$ cat src/rtl/audio_pkg.sv
// Shared constants, types and gain helpers for the I2S audio transmitter.
package audio_pkg;

  localparam int SLOT_BITS  = 32;
  localparam int FRAME_BITS = 64;
  localparam int AUDIO_W    = 16;
  localparam int GAIN_MAX   = 64;
  localparam int GAIN_SHIFT = 6;

  localparam int CNT_W  = $clog2(FRAME_BITS);
  localparam int SLOT_W = $clog2(SLOT_BITS);
  localparam int GAIN_W = 7;

  typedef logic signed [AUDIO_W-1:0] sample_t;

  // Gain moves one step per captured frame, saturating at 0 and GAIN_MAX.
  function automatic logic [GAIN_W-1:0] next_gain(input logic [GAIN_W-1:0] g,
                                                  input logic up);
    if (up) return (g == GAIN_W'(GAIN_MAX)) ? g : g + 1'b1;
    return (g == '0) ? g : g - 1'b1;
  endfunction

  function automatic logic signed [31:0] apply_gain(input logic signed [31:0] s,
                                                    input logic [GAIN_W-1:0] g);
    logic signed [39:0] prod;
    prod = s * $signed({1'b0, g});
    return 32'(prod >>> GAIN_SHIFT);
  endfunction

endpackage

$ cat src/rtl/i2s_clkgen.sv
// BCLK divider and 64-bit frame counter; flags the BCLK falling edge and frame wrap.
module i2s_clkgen
  import audio_pkg::*;
#(
  parameter int BCLK_HALF = 16
) (
  input  logic             CLK,
  input  logic             RST,
  input  logic             en,
  output logic             bclk,
  output logic [CNT_W-1:0] bit_cnt,
  output logic             fall_evt,
  output logic             frame_evt
);

  localparam int DIV_W = $clog2(BCLK_HALF);

  logic [DIV_W-1:0] div_cnt;
  logic             div_wrap;

  // NOTE: the event strobes are combinational so the top registers its outputs on the very edge that drops bclk.
  assign div_wrap  = (div_cnt == DIV_W'(BCLK_HALF - 1));
  assign fall_evt  = en && div_wrap && bclk;
  assign frame_evt = fall_evt && (bit_cnt == CNT_W'(FRAME_BITS - 1));

  always_ff @(posedge CLK or posedge RST) begin
    if (RST) begin
      div_cnt <= '0;
      bclk    <= 1'b0;
      bit_cnt <= '1;
    end else if (!en) begin
      div_cnt <= '0;
      bclk    <= 1'b0;
      bit_cnt <= '1;
    end else if (div_wrap) begin
      div_cnt <= '0;
      bclk    <= ~bclk;
      if (bclk) bit_cnt <= bit_cnt + 1'b1;
    end else begin
      div_cnt <= div_cnt + 1'b1;
    end
  end

endmodule

$ cat src/rtl/i2s_audio_tx.sv
// Mono sample to Philips-format stereo I2S serialiser with frame strobe.
// Optional soft mute ramp is enabled by defining I2S_SOFT_MUTE_EN.
module i2s_audio_tx
  import audio_pkg::*;
#(
  parameter int BCLK_HALF = 16,
  parameter int DATA_W    = AUDIO_W
) (
  input  logic                     CLK,
  input  logic                     RST,
  input  logic                     en,
  input  logic signed [DATA_W-1:0] mout,
  input  logic                     soundon,
  output logic                     sample_stb,
  output logic                     i2s_bclk,
  output logic                     i2s_lrclk,
  output logic                     i2s_sdata
);

  localparam int IDX_W = $clog2(DATA_W);

  logic [CNT_W-1:0]         bit_cnt;
  logic [CNT_W-1:0]         nxt_cnt;
  logic [SLOT_W-1:0]        p;
  logic [IDX_W-1:0]         idx;
  logic                     fall_evt;
  logic                     frame_evt;
  logic                     sdata_nxt;
  logic signed [DATA_W-1:0] hold;
  logic signed [DATA_W-1:0] cap_val;

  i2s_clkgen #(.BCLK_HALF(BCLK_HALF)) u_clkgen (
    .CLK       (CLK),
    .RST       (RST),
    .en        (en),
    .bclk      (i2s_bclk),
    .bit_cnt   (bit_cnt),
    .fall_evt  (fall_evt),
    .frame_evt (frame_evt)
  );

  // Slot position 0 is the one-BCLK delay bit; positions past DATA_W are zero padding.
  always_comb begin
    nxt_cnt   = bit_cnt + 1'b1;
    p         = nxt_cnt[SLOT_W-1:0];
    idx       = IDX_W'(DATA_W - int'(p));
    sdata_nxt = (p != '0 && int'(p) <= DATA_W) ? hold[idx] : 1'b0;
  end

`ifdef I2S_SOFT_MUTE_EN
  logic [GAIN_W-1:0] gain;

  always_comb cap_val = DATA_W'(apply_gain(32'(mout), gain));

  always_ff @(posedge CLK or posedge RST) begin
    if (RST)            gain <= '0;
    else if (!en)       gain <= '0;
    else if (frame_evt) gain <= next_gain(gain, soundon);
  end
`else
  always_comb cap_val = soundon ? mout : '0;
`endif

  // NOTE: en is a synchronous clear, so it sits below the async RST branch rather than in the sensitivity list.
  always_ff @(posedge CLK or posedge RST) begin
    if (RST) begin
      sample_stb <= 1'b0;
      i2s_lrclk  <= 1'b0;
      i2s_sdata  <= 1'b0;
      hold       <= '0;
    end else if (!en) begin
      sample_stb <= 1'b0;
      i2s_lrclk  <= 1'b0;
      i2s_sdata  <= 1'b0;
      hold       <= '0;
    end else begin
      sample_stb <= frame_evt;
      if (fall_evt) begin
        i2s_lrclk <= nxt_cnt[CNT_W-1];
        i2s_sdata <= sdata_nxt;
      end
      if (frame_evt) hold <= cap_val;
    end
  end

endmodule

$ cat config.mk
export PLATFORM = sky130hd
export DESIGN_NAME = i2s_audio_tx
export DESIGN_NICKNAME = d
export VERILOG_FILES = /design/src/rtl/audio_pkg.sv /design/src/rtl/i2s_clkgen.sv /design/src/rtl/i2s_audio_tx.sv
export SDC_FILE = /design/constraint.sdc
export NUM_CORES = 1
export LEC_CHECK = 0
export CELL_PAD_IN_SITES_DETAIL_PLACEMENT = 2
export CELL_PAD_IN_SITES_GLOBAL_PLACEMENT = 2
export CORE_ASPECT_RATIO = 0.9
export CORE_MARGIN = 1.5
export CORE_UTILIZATION = 35
export DETAILED_ROUTE_END_ITERATION = 16
export GPL_ROUTABILITY_DRIVEN = 0
export PLACE_DENSITY_LB_ADDON = 0.1
export SETUP_SLACK_MARGIN = 0.05
export SYNTH_ARGS = -nofsm -noshare
export SYNTH_HDL_FRONTEND = slang
export SYNTH_SLANG_ARGS = --single-unit
export TNS_END_PERCENT = 50
$ cat constraint.sdc
create_clock -name CLK -period 2.3 [get_ports CLK]
set_input_delay 0.46 -clock CLK [delete_from_list [all_inputs] [get_ports CLK]]
set_output_delay 0.46 -clock CLK [all_outputs]
set_load 0.1 [all_outputs]
==> impl_metrics.yaml <==
status:
  outcome: "finished clean"
synthesis:
  synth_cells: 128
  ys.warnings.count: 0
  synth_cell_type_count: 34
  netlist_area_um2: 1510
  syn_nets: 150
  yosysSeqAreaShare_pct: 50.1
  syn_avg_cell_area_um2: 11.8
  ys_seq_elements: 30
min_path:
  hp-class: "reg2reg"
worst_setup_path:
  end_kind: "register"
  start_kind: "register"
  path_class: "reg2reg"
  arrival_ns: 2.20
  cp.required_ns: 2.48
  crit_fanout: 8
placed_design:
  io_buffers: 23
  place_ws_ns: 0.00802
  hpwl_um: 2610
timing:
  final-hold-violation-count: 0
  period_share_pct: 87.8
  whs_ns: 0.507
  slew_headroom_pct: 53.1
  drv_slew: 0
  fin_ws_ns: 0.281
  fmax_ghz: 0.495
  fin_setup_tns_ns: 0
  period_needed_ns: 2.02
  rsz0062_at_grt: "no"
  worstMarginPinSlew_ns: 0.700
  setup_violations: 0
  skew_ns: 0.00478
pwr:
  ir_drop_mv: 0.239
  p_leak_nw: 0.852
  power.density_nw_per_um2: 561
clocking:
  htree_num_levels: 2
  clock_latency_ns: 0.29
  cts_tree: "done"
  cts_root_buf: "clkbuf_8"
  cts_buffers: 5
  cts_setup_buffers: 0
  path_clk_slew_ns: 0.06
  cts_buffer_depth: 2
  cts.sinks: 30
finish:
  final_cell_mix: "24 x dfrtp_1, 19 x clkdlybuf4s50_1, 16 x a22o_1"
  drive_above_1_share_pct: 21.4
  diodes: 0
  fill_cells: 421
  area_delta_synth_final_pct: 23.0
  final_nets: 175
  multi_input_area_um2: 691
  layout_commonest_cell: "dfrtp_1"
  register_area_um2: 758
drt:
  wl_per_cell_um: 18.3
  drt_first_iter_violations: 52
  routed-via-count: 1101
  wl_um: 3690
  drc: 0
  vias_per_cell: 5.45
  ant_nets: 0
  drt_pass1_iterations: 2
global_routing:
  grt_pass1_wl_um: 6310
  grt_overflow_total: 0
  grt_use_total_pct: 18.2
  grt_pass1_vias: 1271
  grt_max_degree: 31
  antenna_found_initial: 0
die:
  initial_core_util_pct: 36.9
  die_w_um: 72.3
  die_h_um: 65.4
  io_pins: 24
  num_rows: 22
  die_area_um2: 4730
  core-area_um2: 4100
flow_run:
  maxCapViolations: 0
[power breakdown]
group          total, mW  switching (mW)  leakage [nW]  internal, mW
registers          0.537         0.00446         0.396         0.533
clock network      0.441           0.201        0.0482         0.241
logic             0.0657          0.0293         0.408        0.0363
total               1.04           0.234         0.852         0.810
[worst max-delay path: stages, from the launching register on]
cell	delay, ns
dfstp_2	0.62
ha_4	0.27
nor2b_1	0.16
o41ai_1	0.29
o21bai_2	0.20
nor3_1	0.08
nor3_1	0.20
o21ai_1	0.09
[area by class of cell]
type                    instances  area share (%)
repair buffers                 27            13.4
clock inverters                 1           0.269
well taps                      48            3.23
multi-input cells              86            37.1
inverters                       3           0.605
flip-flops and latches         30            40.7
clock buffers                   7            4.64
[synth_stat cells, drive strengths merged]
cell type  instances  area share (%)
dfrtp             24              40
nor3               5             2.4
and2               6             2.5
a21oi              2            0.66
xnor2              2             1.2
dfstp              6              10
buf                8             4.7
a2bb2oi            1            0.99
o41ai              1            0.58
ha                 2             1.7
or3                2            0.83
o21bai             1            0.74
nor2b              3             1.2
xor2               5             2.9
nand3              7             2.3
nor4bb             1            0.66
nand2             13             3.7
nand4              1            0.41
and3               3             1.6
nand2b             2            0.83
inv                3            0.74
a22o              16             9.3
o211a              1            0.66
o21ai              5             1.7
a31oi              1            0.41
mux4               4             6.0
clkbuf             1            0.25
o311a              1            0.66
nor3b              1            0.50
[flip-flops by register name (all words and copies together), names as in the netlist]
signal and flops:
hold 16, i2s_lrclk 1, i2s_sdata 1, sample_stb 1, u_clkgen.bclk 1, u_clkgen.bit_cnt 6
u_clkgen.div_cnt 4
[repair_timing]
| action | CTS | global route |
|---|---|---|
| hold buffers | 0 | 0 |
| gates resized for setup | 1 | 3 |
| setup endpoints to repair | 16 | 1 |
| hold endpoints to repair | 0 | 0 |
[stage by stage]
step                      util (%)  power [mW]  cells  cell area [um2]
after floorplan                  -       0.569    128             1510
after global placement        42.6       0.609    194             1750
after detailed placement      42.6       0.613    194             1750
after CTS                     44.9        1.06    202             1840
after global routing          45.4        1.09    202             1860
final                         45.4        1.04    202             1860
[final timing paths]
kind | start | endpoint | slack, ns | depth (start not counted)
min in group asynchronous | RST | u_clkgen.div_cnt[3] | 0.57 | 3
min | hold[2] | hold[2] | 0.51 | 1
max | u_clkgen.bit_cnt[1] | i2s_sdata | 0.28 | 7
max in group asynchronous | RST | u_clkgen.bit_cnt[1] | 1.41 | 3
min reg2reg | hold[2] | hold[2] | 0.51 | 1
max reg2reg | u_clkgen.bit_cnt[1] | i2s_sdata | 0.28 | 7
[routing by layer]
metal / share of wire, % / up-vias / routed length [um] / global-route usage (%)
li1: - / 515 / - / -
met1: 48 / 560 / 1780 / 24.1
met2: 46 / 18 / 1710 / 27.9
met3: 3.2 / 8 / 120 / 3.68
met4: 2.3 / 0 / 86 / 9.91
met5: 0 / - / 0 / 0
[cells by family after synthesis]
logic type	synth area share, %
XOR/XNOR	4.05
AO/OA/AOI/OAI	15.6
multiplexers	5.95
adder cells (fa/ha/maj)	1.65
AND/OR/NAND/NOR	16.9
buffers and inverters	5.70
flip-flops	50.1
Power figures use the tool's default switching activity.
